`src/rtl/queue_scheduler.sv`:
```
// Queue scheduler: arbitrates between a deserializer writing into a shared
// queue and two consumers (A/B) reading from it. One operation at a time,
// always returning through IDLE so len_in settles before re-evaluation.
module queue_scheduler #(
  parameter int DEPTH       = 8,
  parameter int ACK_TIMEOUT = 16
) (
  input  logic       clock1M,
  input  logic       reset,
  input  logic       data_ready,
  input  logic [7:0] len_in,
  input  logic       deq_req_a,
  input  logic       deq_req_b,
  output logic       enqueue_out,
  output logic       ack_out,
  output logic       dequeue_out,
  output logic       grant_a,
  output logic       grant_b,
  output logic       full_out,
  output logic       empty_out,
  output logic [7:0] stall_cnt,
  output logic       err_timeout
);

  typedef enum logic [1:0] {IDLE, ENQ, ACK, DEQ} state_t;

  localparam logic [7:0] LP_DEPTH    = 8'(DEPTH);
  localparam logic [4:0] LP_ACK_LAST = 5'(ACK_TIMEOUT - 1);

  state_t     r_state, w_state_nxt;
  logic       r_last_was_enq, w_lwe_nxt;
  logic       r_rr, w_rr_nxt;
  logic [4:0] r_ack_cnt, w_cnt_nxt;
  logic       w_enq_nxt, w_ack_nxt, w_deq_nxt, w_ga_nxt, w_gb_nxt, w_err_nxt;
  logic [7:0] w_stall_nxt;
  logic       w_enq_cand, w_deq_cand, w_pick_b;

  assign full_out   = (len_in >= LP_DEPTH);
  assign empty_out  = (len_in == 8'd0);
  assign w_enq_cand = data_ready && !full_out;
  assign w_deq_cand = (deq_req_a || deq_req_b) && !empty_out;
  // B wins when it is the only requester, or both request and rr favours B.
  assign w_pick_b   = deq_req_b && (!deq_req_a || r_rr);

  // Next-state and next-output decode; outputs are registered from these so
  // each strobe is aligned with the state that owns it.
  always_comb begin
    w_state_nxt = r_state;
    w_lwe_nxt   = r_last_was_enq;
    w_rr_nxt    = r_rr;
    w_cnt_nxt   = r_ack_cnt;
    w_enq_nxt   = 1'b0;
    w_ack_nxt   = 1'b0;
    w_deq_nxt   = 1'b0;
    w_ga_nxt    = 1'b0;
    w_gb_nxt    = 1'b0;
    w_err_nxt   = err_timeout;
    w_stall_nxt = stall_cnt;
    case (r_state)
      IDLE: begin
        if (data_ready && full_out && stall_cnt != 8'hFF)
          w_stall_nxt = stall_cnt + 8'd1;
        if (w_enq_cand && (!w_deq_cand || !r_last_was_enq)) begin
          w_state_nxt = ENQ;
          w_enq_nxt   = 1'b1;
        end else if (w_deq_cand) begin
          w_state_nxt = DEQ;
          w_deq_nxt   = 1'b1;
          w_ga_nxt    = !w_pick_b;
          w_gb_nxt    = w_pick_b;
          w_rr_nxt    = !w_pick_b;  // point at the consumer not granted
        end
      end
      ENQ: begin
        w_lwe_nxt   = 1'b1;
        w_state_nxt = ACK;
        w_ack_nxt   = 1'b1;
        w_cnt_nxt   = 5'd0;
      end
      ACK: begin
        if (!data_ready) begin
          w_state_nxt = IDLE;
        end else if (r_ack_cnt == LP_ACK_LAST) begin
          w_state_nxt = IDLE;
          w_err_nxt   = 1'b1;
        end else begin
          w_cnt_nxt   = r_ack_cnt + 5'd1;
          w_ack_nxt   = 1'b1;
        end
      end
      DEQ: begin
        w_lwe_nxt   = 1'b0;
        w_state_nxt = IDLE;
      end
      default: w_state_nxt = IDLE;
    endcase
  end

  // State and registered outputs; reset aborts any operation in flight.
  always_ff @(posedge clock1M or negedge reset) begin
    if (!reset) begin
      r_state        <= IDLE;
      r_last_was_enq <= 1'b0;
      r_rr           <= 1'b0;
      r_ack_cnt      <= 5'd0;
      enqueue_out    <= 1'b0;
      ack_out        <= 1'b0;
      dequeue_out    <= 1'b0;
      grant_a        <= 1'b0;
      grant_b        <= 1'b0;
      stall_cnt      <= 8'd0;
      err_timeout    <= 1'b0;
    end else begin
      r_state        <= w_state_nxt;
      r_last_was_enq <= w_lwe_nxt;
      r_rr           <= w_rr_nxt;
      r_ack_cnt      <= w_cnt_nxt;
      enqueue_out    <= w_enq_nxt;
      ack_out        <= w_ack_nxt;
      dequeue_out    <= w_deq_nxt;
      grant_a        <= w_ga_nxt;
      grant_b        <= w_gb_nxt;
      stall_cnt      <= w_stall_nxt;
      err_timeout    <= w_err_nxt;
    end
  end

endmodule

```
`config.mk`:
```
export PLATFORM = sky130hd
export DESIGN_NAME = queue_scheduler
export DESIGN_NICKNAME = d
export VERILOG_FILES = /design/src/rtl/queue_scheduler.sv
export SDC_FILE = /design/constraint.sdc
export NUM_CORES = 1
export LEC_CHECK = 0
export ABC_AREA = 1
export ABC_CLOCK_PERIOD_IN_PS = 1850
export BUFFER_PORTS_ARGS = -buffer_cell sky130_fd_sc_hd__buf_4
export CAP_MARGIN = 20
export CORE_ASPECT_RATIO = 0.8
export CORE_MARGIN = 4
export CORE_UTILIZATION = 47
export CTS_CLUSTER_SIZE = 20
export DETAILED_ROUTE_END_ITERATION = 10
export HOLD_SLACK_MARGIN = 0.05
export PLACE_DENSITY_LB_ADDON = 0.25
export SYNTH_ARGS = -nofsm -noshare
export SYNTH_HDL_FRONTEND = slang
export SYNTH_SLANG_ARGS = --single-unit
```
`constraint.sdc`:
```
create_clock -name clock1M -period 1.85 [get_ports clock1M]
set_clock_uncertainty 0.15 [all_clocks]
set_input_delay 0.0925 -clock clock1M [delete_from_list [all_inputs] [get_ports clock1M]]
set_output_delay 0.0925 -clock clock1M [all_outputs]
set_load 0.01 [all_outputs]
```
* Word level (Yosys, flattened, before mapping) *
Index checks and enable logic that the tools add are counted.

storage, ports and cells
  register bits after elaboration = 23
  input bits = 13
  output and inout port bits = 16
  logic and storage cells = 71

cells by class
  add/sub/neg operators = 2
  order comparisons = 1
  equality and inequality tests = 9
  multiplexer cells = 23
  bitwise gates (word level) = 1
  reductions and logical operators = 24

operators by type and width
  operator             count
  $mux 1               13
  $mux 5               2
  $pmux 5 s2           1
  $reduce_and 3->1     3
  $add 8x1->8 const B  1
  $ge 8x4->1 const B   1
  $logic_not 8->1      1
  $mux 2               4
  $ne 8x8->1 const B   1
  $pmux 2 s4           1
  $logic_and 1x1->1    6
  $logic_not 1->1      6
  $ne 3x3->1 const B   2
  $add 5x1->5 const B  1
  $eq 5x4->1 const B   1
  $eq 2x2->1 const B   2
  $ne 2x2->1 const B   2
  $pmux 1 s2           2
  $reduce_and 2->1     2
  $reduce_bool 2->1    2
  $logic_or 1x1->1     3
  $eq 2x1->1 const B   1
  $logic_not 2->1      1
  $not 1->1            1

* Longest topological paths before layout *
Gate-level depths: netlist of the first run.

  word-level depth = 8
  depth in mapped cells = 10
  depth with buffers taken out = 10

* Worst setup path after synthesis of the first run *
OpenSTA, ideal clock, no wires.

  path type = register to register
  start point = reg r_ack_cnt[0]
  end point = reg r_ack_cnt[3]
  setup time = 123 ps
  arrival = 1500 ps
  required time = 1577 ps
  slack = 77 ps
  stages on the path, launching flop included = 11
  buffers on the path = 0
  period minus slack after synthesis = 1773 ps
  path through = dfrtp_1 > ha_1 > nand2_1 > nor2_1 > ha_1 > nor2_2 > nand2_2 > nand2_1 > nand4_1 > xor2_1 > nor2_1

on the way
  word-level cells in the longest chain between the ends = 4
  elaborated cells on any way between the ends = 7
  those cells by class = add/sub (1); eq/ne (2); mux (3); reduce/logical (1)

RTL lines
  what                    RTL line  text
  start, declared         33        logic [4:0] r_ack_cnt, w_cnt_nxt;
  start signal, assigned  117       r_ack_cnt <= w_cnt_nxt;
  $add 5x1->5             87        w_cnt_nxt = r_ack_cnt + 5'd1;
  $mux 5                  83        end else if (r_ack_cnt == LP_ACK_LAST) begin
  $mux 5                  81        if (!data_ready) begin
  $pmux 5 s2              59        case (r_state)

Parallel ways exist; a longest one is shown, timed or not. The select of a mux whose other input is x is not followed.
A chain may end at the register's enable or synchronous reset.

* Worst setup path in the final report of the first run *
Ends and elaborated chain as after synthesis.

==> flow_summary.json, run 1 <==
{
  "drt_drc_violations_left": 0,
  "ctsLongestPathBuffers": 2,
  "final.setup.worst_slack_ns": 0.0382,
  "first_global_vias": 993,
  "clock_tree.root_cell": "clkbuf_4",
  "grt_pass1_wl_mm": 4.31,
  "area_delta_synth_final_pct": 35.5,
  "tightest_slew_ns": 0.568,
  "std_cell_rows": 16,
  "hold_path.class": "in2reg",
  "setup_tns_ns": 0,
  "maxSlewHeadroom_pct": 62.0,
  "most_common_cell_after_layout_fill_and_taps_aside": "nand2_1",
  "worstRegToRegCells": 10,
  "filler_cell_count": 202,
  "synth_compound_gate_area_share_pct": 5.80,
  "route.detailed.vias_per_inst": 4.76,
  "grt_usage_pct": 16.4,
  "clk_latency_ns": 0.31,
  "nets": 215,
  "period_minus_ws_final_ns": 1.81,
  "die_height_um": 53.8,
  "run_status": "finished clean",
  "initial_core_util_pct": 49.5,
  "combPwrFrac_pct": 49.8,
  "syn-num-nets": 168,
  "pin_count_of_the_biggest_net_entering_global_routing": 14,
  "clk_pin_slew_ns": 0.13,
  "chipWidth_um": 65.2,
  "tritoncts_clock_tree": "built",
  "routed-via-count": 1095,
  "clock_power_share_pct": 11.1,
  "cells_after_synth": 148,
  "synth_area_sq_um": 1230,
  "dominant_combinational_cell_family_by_area_after_synthesis": "simple AND/OR/NAND/NOR gates",
  "power.internal_mw": 1.23,
  "path_class": "reg2reg",
  "global_route.overflow_total": 0,
  "route.final.wire_length_mm": 2.77,
  "worstSetupEndpointType": "register",
  "wire_per_inst_um": 12.0,
  "grt_antenna_before_repair": 0,
  "cts-buffers-inserted": 3,
  "endpoint_required_time_on_the_critical_path_ns": 1.96,
  "timing.fmax_ghz": 0.552,
  "synth_area_per_cell_sq_um": 8.31,
  "yosysSeqAreaShare_pct": 46.8,
  "placement.io_buffers": 28,
  "worst_hold_path.endpoint": "enqueue_out$_DFF_PN0_",
  "synth_top_area_share_pct": 46.8,
  "critPathLaunchType": "register",
  "power.net_switching_mw": 0.844,
  "synthDominantAreaCellType": "dfrtp_1",
  "place.gp.congestion": 0.837,
  "fp.dieArea_sq_um": 3500,
  "min_period_over_period_pct": 97.9,
  "internal_reg_to_reg_setup_slack_ns": 0.04,
  "total_power_mw": 2.08,
  "proportion_of_total_power_due_to_net_switching_pct": 40.6,
  "holdCritStartpoint": "deq_req_a",
  "worst_r2r_endpoint": "r_ack_cnt[3]$_DFFE_PN0P_",
  "floorplan.core_area_sq_um": 2480,
  "synth_xor_area_share_pct": 5.70,
  "postRouteAntennaNets": 0,
  "ys_warn_count": 0,
  "dr.pass1.iters": 4,
  "layout_common_cells": "nand2_1 (38), buf_4 (36), inv_1 (23), dfrtp_1 (23), nor2_1 (13)",
  "clkSinkCount": 23,
  "post_synth_fa_ha_maj_area_fraction_pct": 7.12,
  "yosys-top-cells-area": "dfrtp_1 (47%), nand2_1 (12%), ha_1 (7.1%)",
  "place.detailed.hpwl_mm": 1.92,
  "ir_drop_mv": 0.695,
  "antennaDiodeCount": 0,
  "ys_seq_elements": 23,
  "setup_violations": 0,
  "drt_first_iter_violations": 49,
  "clock_tree.htree_level_count": 1,
  "hold_viol_final": 0,
  "power_density_nw_per_um2": 1250,
  "max-cap-violations": 0,
  "sequentialPowerShare_pct": 39.1,
  "final_layout_size_suffix_gt1_share_pct": 29.9,
  "r2r-start": "r_ack_cnt[0]$_DFFE_PN0P_",
  "worst-path-max-fanout": 4,
  "place_worst_setup_slack_ns": -0.0529,
  "yosys-mux-area-fraction_pct": 0,
  "arrival_ns": 1.92,
  "timing.hold.worst_path_depth": 5,
  "report.final.slew_viol_count": 0,
  "synth_cell_type_count": 25,
  "boundaryPins": 29,
  "static_leakage_nw": 0.901,
  "synth_simple_gate_area_share_pct": 26.0
}
==> critical path: stages, from the launching register on <==
cell	delay (ns)
dfrtp_1	0.43
ha_2	0.21
nand2_1	0.07
nor2_1	0.04
ha_2	0.18
nor2_4	0.13
nand2_2	0.09
nand2_4	0.10
nand4_1	0.10
xor2_1	0.15
nor2_1	0.11
==> through the flow <==
step	instances	util, %	area (sq um)	hold WS (ns)
after floorplan	148	-	1230	-0.353
after global placement	214	60.3	1500	-0.152
after detailed placement	214	60.3	1500	-0.152
after CTS	226	64.9	1610	0.0649
after global routing	230	67.1	1670	0.0992
final	230	67.1	1670	0.0802
==> worst max path at each step <==
stage	from	to	slack [ns]	cells after the start
final	r_ack_cnt[0]$_DFFE_PN0P_	r_ack_cnt[3]$_DFFE_PN0P_	0.04	10
after global routing	r_ack_cnt[0]$_DFFE_PN0P_	r_ack_cnt[3]$_DFFE_PN0P_	-0.05	10
after floorplan	r_ack_cnt[0]$_DFFE_PN0P_	r_ack_cnt[3]$_DFFE_PN0P_	0.08	10
after CTS	r_ack_cnt[0]$_DFFE_PN0P_	r_ack_cnt[3]$_DFFE_PN0P_	0.03	10
after global placement	r_ack_cnt[0]$_DFFE_PN0P_	r_ack_cnt[3]$_DFFE_PN0P_	0.02	10
after detailed placement	r_ack_cnt[0]$_DFFE_PN0P_	r_ack_cnt[3]$_DFFE_PN0P_	-0.05	10
==> flip-flops by register name, indices dropped and copies added (netlist names) <==
register        flops
stall_cnt           8
r_state             2
enqueue_out         1
grant_a             1
r_last_was_enq      1
r_ack_cnt           5
dequeue_out         1
ack_out             1
grant_b             1
err_timeout         1
r_rr                1
==> power by group through the flow <==
stage                     Clock [mW]  Combinational (mW)  Sequential [mW]
final                          0.231                1.03            0.812
after global routing           0.266                1.15            0.831
after CTS                      0.243               0.924            0.807
after detailed placement           0               0.887            0.818
after global placement             0               0.859            0.810
after floorplan                    0               0.516            0.848
==> cell families after synthesis <==
logic type / after synthesis
flops: 23
xor+xnor: 8
simple gates: 72
compound gates: 12
fa+ha+maj: 7
buf+inv: 26
==> cells in the mapped netlist <==
cell and instances:
nor2_2 2, o21ai_0 1, xnor2_1 1, dfrtp_1 23, inv_1 23, or2_2 1, buf_6 1, a31o_2 1
a21oi_1 2, a21boi_0 1, o22ai_1 1, nand4_1 1, nor3_1 2, nand3_1 6, o21ai_2 1, nor3_2 2
inv_2 2, nand3b_1 1, nand3_2 1, nand2_1 39, ha_1 7, nand2_2 3, xor2_1 7, nor2_1 14
o21ai_1 5
==> routing by layer <==
metal	vias to the layer above	GRT usage, %	routed length [um]
met2	21	30.4	1510
met5	-	0	0
met4	0	6.21	19
li1	547	-	-
met3	4	4.59	102
met1	523	18.2	1130
==> final cells by class <==
class	count	area (sq um)	area share, %
multi-input combinational	99	584	35.1
clock inverter	1	5.00	0.300
tap	36	45.0	2.70
sequential	23	576	34.5
clock buffer	3	22.5	1.35
inverter	25	93.8	5.63
timing repair buffer	43	340	20.4
==> what timing repair did <==
| action | CTS | global route |
|---|---|---|
| setup buffers | 1 | 4 |
| pin swaps | 1 | 3 |
| cloned | 0 | 0 |
| endpoints found under the hold margin | 28 | 0 |
| hold buffers | 7 | 0 |
| endpoints found under the setup margin | 8 | 9 |
| resized for setup | 2 | 7 |
Power figures use the tool's default switching activity.
==> inputs of run 2 (changes only) <==
--- a/config.mk
+++ b/config.mk
@@ -15,7 +15,7 @@
 export CTS_CLUSTER_SIZE = 20
 export DETAILED_ROUTE_END_ITERATION = 10
 export HOLD_SLACK_MARGIN = 0.05
-export PLACE_DENSITY_LB_ADDON = 0.25
+export PLACE_DENSITY_LB_ADDON = 0.3
 export SYNTH_ARGS = -nofsm -noshare
 export SYNTH_HDL_FRONTEND = slang
 export SYNTH_SLANG_ARGS = --single-unit
==> run 2 against run 1 <==
Effect of this change:
- flip-flop and latch count is the same
- clock-buffer cell count is the same
- die area unchanged
- utilization down 1.8 points
- hold slack got worse by 0.012 ns
- global-route usage fell by 0.99 points
- setup slack better by 0.035 ns
- total power fell by 3.4%
- clock power about the same
- critical path type unchanged
- highest routed layer unchanged
==> flow_summary.json, run 2 (same netlist as run 1, synthesis figures left out) <==
{
  "power.net_switching_mw": 0.817,
  "sequentialPowerShare_pct": 40.4,
  "worstSetupEndpointType": "register",
  "endpoint_required_time_on_the_critical_path_ns": 1.92,
  "holdCritStartpoint": "len_in[3]",
  "static_leakage_nw": 0.880,
  "r2r-start": "r_ack_cnt[1]$_DFFE_PN0P_",
  "initial_core_util_pct": 49.5,
  "place.detailed.hpwl_mm": 1.88,
  "clock_power_share_pct": 11.5,
  "tritoncts_clock_tree": "built",
  "pin_count_of_the_biggest_net_entering_global_routing": 24,
  "nets": 210,
  "setup_violations": 0,
  "wire_per_inst_um": 11.2,
  "drt_drc_violations_left": 0,
  "worst_hold_path.endpoint": "enqueue_out$_DFF_PN0_",
  "period_minus_ws_final_ns": 1.78,
  "tightest_slew_ns": 0.402,
  "maxSlewHeadroom_pct": 73.1,
  "hold_path.class": "in2reg",
  "cts-buffers-inserted": 3,
  "grt_usage_pct": 15.4,
  "chipWidth_um": 65.2,
  "power_density_nw_per_um2": 1240,
  "hold_viol_final": 0,
  "clk_pin_slew_ns": 0.13,
  "arrival_ns": 1.84,
  "global_route.overflow_total": 0,
  "rsz0062_at_grt": "true",
  "place_worst_setup_slack_ns": -0.0444,
  "clkSinkCount": 23,
  "layout_top_registers": "stall_cnt x8, r_ack_cnt x5, r_state x2",
  "final.setup.worst_slack_ns": 0.0732,
  "drt_first_iter_violations": 33,
  "floorplan.core_area_sq_um": 2480,
  "place.gp.congestion": 0.846,
  "timing.hold.worst_path_depth": 6,
  "worst-path-max-fanout": 4,
  "area_delta_synth_final_pct": 31.8,
  "report.final.slew_viol_count": 0,
  "ir_drop_mv": 0.724,
  "std_cell_rows": 16,
  "clk_latency_ns": 0.31,
  "min_period_over_period_pct": 96.0,
  "postRouteAntennaNets": 0,
  "placement.io_buffers": 28,
  "boundaryPins": 29,
  "largest_register_ffs": 8,
  "antennaDiodeCount": 0,
  "total_power_mw": 2.01,
  "clock_tree.htree_level_count": 1,
  "grt_antenna_before_repair": 0,
  "critPathLaunchType": "register",
  "ctsLongestPathBuffers": 2,
  "layout_common_cells": "nand2_1 (38), buf_4 (33), inv_1 (23), dfrtp_1 (23), nor2_1 (13)",
  "worst_r2r_endpoint": "r_ack_cnt[3]$_DFFE_PN0P_",
  "first_global_vias": 963,
  "max_flop_register": "stall_cnt",
  "grt_pass1_wl_mm": 4.11,
  "final_layout_size_suffix_gt1_share_pct": 28.6,
  "route.final.wire_length_mm": 2.51,
  "fp.dieArea_sq_um": 3500,
  "internal_reg_to_reg_setup_slack_ns": 0.07,
  "run_status": "finished clean",
  "combPwrFrac_pct": 48.1,
  "route.detailed.vias_per_inst": 4.56,
  "path_class": "reg2reg",
  "dr.pass1.iters": 4,
  "die_height_um": 53.8,
  "routed-via-count": 1026,
  "proportion_of_total_power_due_to_net_switching_pct": 40.7,
  "max-cap-violations": 0,
  "worstRegToRegCells": 10,
  "most_common_cell_after_layout_fill_and_taps_aside": "nand2_1",
  "timing.fmax_ghz": 0.563,
  "clock_tree.root_cell": "clkbuf_4",
  "power.internal_mw": 1.19
}
-- run 2: cell count changes in the layout (fill, tap and decap cells not counted), sizes merged --
| cell | previous run | this run |
|---|---|---|
| dlygate4sd3 | 7 | 5 |
| buf | 36 | 33 |
-- run 2: power groups by stage --
stage          combinational, mW  clock [mW]  sequential (mW)
2_1_floorplan              0.516           0            0.848
3_3_place_gp               0.859           0            0.810
3_5_place_dp               0.891           0            0.819
4_1_cts                    0.932       0.244            0.803
5_1_grt                     1.09       0.264            0.829
6_report                   0.964       0.231            0.811
-- run 2: final cells by class --
class | instances | area, sq um
Fill cell | 218 | 861
Timing Repair Buffer | 38 | 298
Inverter | 25 | 93.8
Clock inverter | 1 | 5.00
Clock buffer | 3 | 22.5
Multi-Input combinational cell | 99 | 582
Tap cell | 36 | 45.0
Sequential cell | 23 | 576
-- run 2: per-stage QoR --
stage | hold slack [ns] | TNS [ns] | utilization (%) | instances | instance area, sq um
after global placement | -0.153 | 0 | 60.3 | 214 | 1500
after detailed placement | -0.150 | -0.0444 | 60.3 | 214 | 1500
after global routing | 0.0960 | -0.0475 | 65.3 | 225 | 1620
after CTS | 0.0511 | 0 | 64.0 | 225 | 1590
after floorplan | -0.353 | 0 | - | 148 | 1230
final | 0.0680 | 0 | 65.3 | 225 | 1620
-- run 2: worst max-delay path by stage --
stage                                   from                        to
floorplan           r_ack_cnt[0]$_DFFE_PN0P_  r_ack_cnt[3]$_DFFE_PN0P_
global placement    r_ack_cnt[0]$_DFFE_PN0P_  r_ack_cnt[3]$_DFFE_PN0P_
detailed placement  r_ack_cnt[0]$_DFFE_PN0P_  r_ack_cnt[3]$_DFFE_PN0P_
CTS                 stall_cnt[1]$_DFFE_PN0P_  stall_cnt[4]$_DFFE_PN0P_
global route        r_ack_cnt[1]$_DFFE_PN0P_  r_ack_cnt[3]$_DFFE_PN0P_
finish              r_ack_cnt[1]$_DFFE_PN0P_  r_ack_cnt[3]$_DFFE_PN0P_
-- run 2: routing by layer --
| layer | part of all wire, % | wire length [um] | up-vias | track usage, % |
|---|---|---|---|---|
| li1 | - | - | 537 | - |
| met4 | 0.32 | 8 | 0 | 3.79 |
| met5 | 0 | 0 | - | 0 |
| met2 | 53 | 1320 | 19 | 27.7 |
| met3 | 3.7 | 92 | 2 | 4.80 |
| met1 | 43 | 1080 | 468 | 18.3 |
-- run 2: worst max-delay path, stage by stage (launching register included) --
cell and delay [ns]:
dfrtp_1 0.43, ha_2 0.20, nand2_1 0.06, nor2_1 0.04, ha_2 0.19, nor2_4 0.12
nand2_2 0.08, nand2_4 0.08, nand4_1 0.11, xor2_1 0.16, nor2_1 0.06
-- run 2: timing repair --
| item | CTS | global route |
|---|---|---|
| gates resized for setup | 0 | 8 |
| buffers inserted | 2 | 0 |
| hold buffers | 5 | 0 |
| cloned | 0 | 0 |
| endpoints found under the setup margin | 1 | 10 |
| endpoints found under the hold margin | 27 | 0 |
| pin swaps | 1 | 2 |
==> inputs of run 3 (changes only) <==
--- a/config.mk
+++ b/config.mk
@@ -9,13 +9,14 @@
 export ABC_CLOCK_PERIOD_IN_PS = 1850
 export BUFFER_PORTS_ARGS = -buffer_cell sky130_fd_sc_hd__buf_4
 export CAP_MARGIN = 20
-export CORE_ASPECT_RATIO = 0.8
+export CORE_ASPECT_RATIO = 1.4
 export CORE_MARGIN = 4
 export CORE_UTILIZATION = 47
 export CTS_CLUSTER_SIZE = 20
 export DETAILED_ROUTE_END_ITERATION = 10
+export GPL_TIMING_DRIVEN = 0
 export HOLD_SLACK_MARGIN = 0.05
-export PLACE_DENSITY_LB_ADDON = 0.3
+export PLACE_DENSITY = 0.79
 export SYNTH_ARGS = -nofsm -noshare
 export SYNTH_HDL_FRONTEND = slang
 export SYNTH_SLANG_ARGS = --single-unit
==> run 3 against run 2 <==
Effect of this change:
- die area grew 0.19%
- maximum frequency grew 0.70%
- via count grew 1.9%
- setup slack gained 0.012 ns
- register-to-register slack is essentially flat
- final area shrank 1.7%
- critical path depth is the same
- non-clock buffer count shrank 1
==> flow_summary.json, run 3 (same netlist as run 1, synthesis figures left out) <==
{
  "timing.critical_path.cells": "ha_2, nand2_1, nor2_1, ha_2, nor2_4, nand2_2, nand2_2, nand4_1, xor2_1, nor2_1",
  "route.detailed.vias_per_inst": 4.71,
  "endpoint_required_time_on_the_critical_path_ns": 1.90,
  "final_layout_size_suffix_gt1_share_pct": 28.2,
  "grt_antenna_before_repair": 0,
  "worst-path-max-fanout": 4,
  "ir_drop_mv": 0.747,
  "antennaDiodeCount": 0,
  "initial_core_util_pct": 50.3,
  "chipWidth_um": 51.2,
  "layout_top_registers": "stall_cnt x8, r_ack_cnt x5, r_state x2",
  "clkSinkCount": 23,
  "clock_tree.htree_level_count": 1,
  "pin_count_of_the_biggest_net_entering_global_routing": 24,
  "dpl_cell_area_sq_um": 1480,
  "layout_common_cells": "nand2_1 (38), buf_4 (32), inv_1 (23), dfrtp_1 (23), nor2_1 (13)",
  "placement.io_buffers": 28,
  "max_flop_register": "stall_cnt",
  "hold_path.class": "in2async",
  "maxSlewHeadroom_pct": 80.8,
  "wire_per_inst_um": 10.5,
  "total_power_mw": 1.94,
  "critical-path-slowest-cell": "dfrtp_1",
  "route.final.wire_length_mm": 2.32,
  "place.detailed.hpwl_mm": 1.81,
  "area_delta_synth_final_pct": 29.6,
  "floorplan.core_area_sq_um": 2440,
  "setup_tns_ns": 0,
  "most_common_cell_after_layout_fill_and_taps_aside": "nand2_1",
  "final_core_utilization_pct": 65.2,
  "clk_latency_ns": 0.30,
  "hold_viol_final": 0,
  "stdcell_count": 222,
  "power_density_nw_per_um2": 1220,
  "ctsLongestPathBuffers": 2,
  "stdcell_area_sq_um": 1590,
  "nets": 209,
  "dr.pass1.iters": 4,
  "final.setup.worst_slack_ns": 0.0855,
  "path_class": "reg2reg",
  "std_cell_rows": 21,
  "boundaryPins": 29,
  "min_period_over_period_pct": 95.4,
  "cts-buffers-inserted": 3,
  "global_route.overflow_total": 0,
  "worstSetupEndpointType": "register",
  "fp.dieArea_sq_um": 3510,
  "tritoncts_clock_tree": "built",
  "place_worst_setup_slack_ns": -0.0569,
  "max-cap-violations": 0,
  "drt_first_iter_violations": 17,
  "place.gp.congestion": 0.815,
  "timing.fmax_ghz": 0.567,
  "routed-via-count": 1045,
  "die_height_um": 68.5,
  "cpPeakStageDelay_ns": 0.42,
  "tightest_slew_ns": 0.288,
  "clock_tree.root_cell": "clkbuf_4",
  "period_minus_ws_final_ns": 1.76,
  "postRouteAntennaNets": 0,
  "drt_drc_violations_left": 0,
  "grt_usage_pct": 14.9,
  "static_leakage_nw": 0.856,
  "first_global_vias": 994,
  "setup_violations": 0,
  "largest_register_ffs": 8,
  "clk_pin_slew_ns": 0.12,
  "grt_pass1_wl_mm": 3.99,
  "worst_hold_slack_ns": 0.0499,
  "critPathLaunchType": "register",
  "dp.cells": 210,
  "arrival_ns": 1.82,
  "report.final.slew_viol_count": 0,
  "run_status": "finished clean"
}
## run 3: cell count changes in the layout (fill, tap and decap cells not counted), sizes merged
cell	previous run	this run
clkbuf	3	4
dlygate4sd3	5	4
clkinv	1	0
## run 3: worst max-delay path: cells and delay by family, from the launching register on
family        cells  cell delay, ns
flops             1            0.42
simple gates      7            0.56
fa+ha+maj         2            0.36
xor+xnor          1            0.17
## run 3: power by group
group / switching (mW) / leakage, nW / internal, mW
Sequential: 0.140 / 0.300 / 0.675
Clock: 0.140 / 0.0150 / 0.0841
Combinational: 0.490 / 0.541 / 0.413
Total: 0.770 / 0.856 / 1.17
## run 3: layer usage
layer | vias up | GRT usage, % | wire length, um
li1 | 533 | - | -
met1 | 490 | 16.7 | 990
met2 | 17 | 28.4 | 1220
met3 | 5 | 1.94 | 75
met4 | 0 | 5.90 | 35
met5 | - | 0 | 0
## run 3: layout make-up
cell class / instances / area, sq um
fillers: 191 / 850
flip-flops and latches: 23 / 576
multi-input cells: 99 / 564
repair buffers: 36 / 280
inverters: 25 / 93.8
well taps: 34 / 42.5
clock buffers: 4 / 26.3
plain buffers: 1 / 11.3
## run 3: repair_timing
action,4_1_cts,5_1_grt
pin swaps,1,3
endpoints found under the hold margin,29,0
hold buffers,4,0
buffers inserted,1,3
cloned,0,0
gates resized for setup,1,4
endpoints found under the setup margin,2,2
## run 3: final timing paths
kind                                          startpoint                        to  slack (ns)  cells after the start
worst max-delay path            r_ack_cnt[1]$_DFFE_PN0P_  r_ack_cnt[3]$_DFFE_PN0P_        0.09                     10
worst min-delay path                               reset  stall_cnt[6]$_DFFE_PN0P_        0.05                      2
worst max register to register  r_ack_cnt[1]$_DFFE_PN0P_  r_ack_cnt[3]$_DFFE_PN0P_        0.09                     10
worst min register to register          r_rr$_DFFE_PN0P_          r_rr$_DFFE_PN0P_        0.37                      2
max in group asynchronous                          reset  r_ack_cnt[2]$_DFFE_PN0P_        1.28                      2
min in group clock1M                           len_in[3]     enqueue_out$_DFF_PN0_        0.10                      6
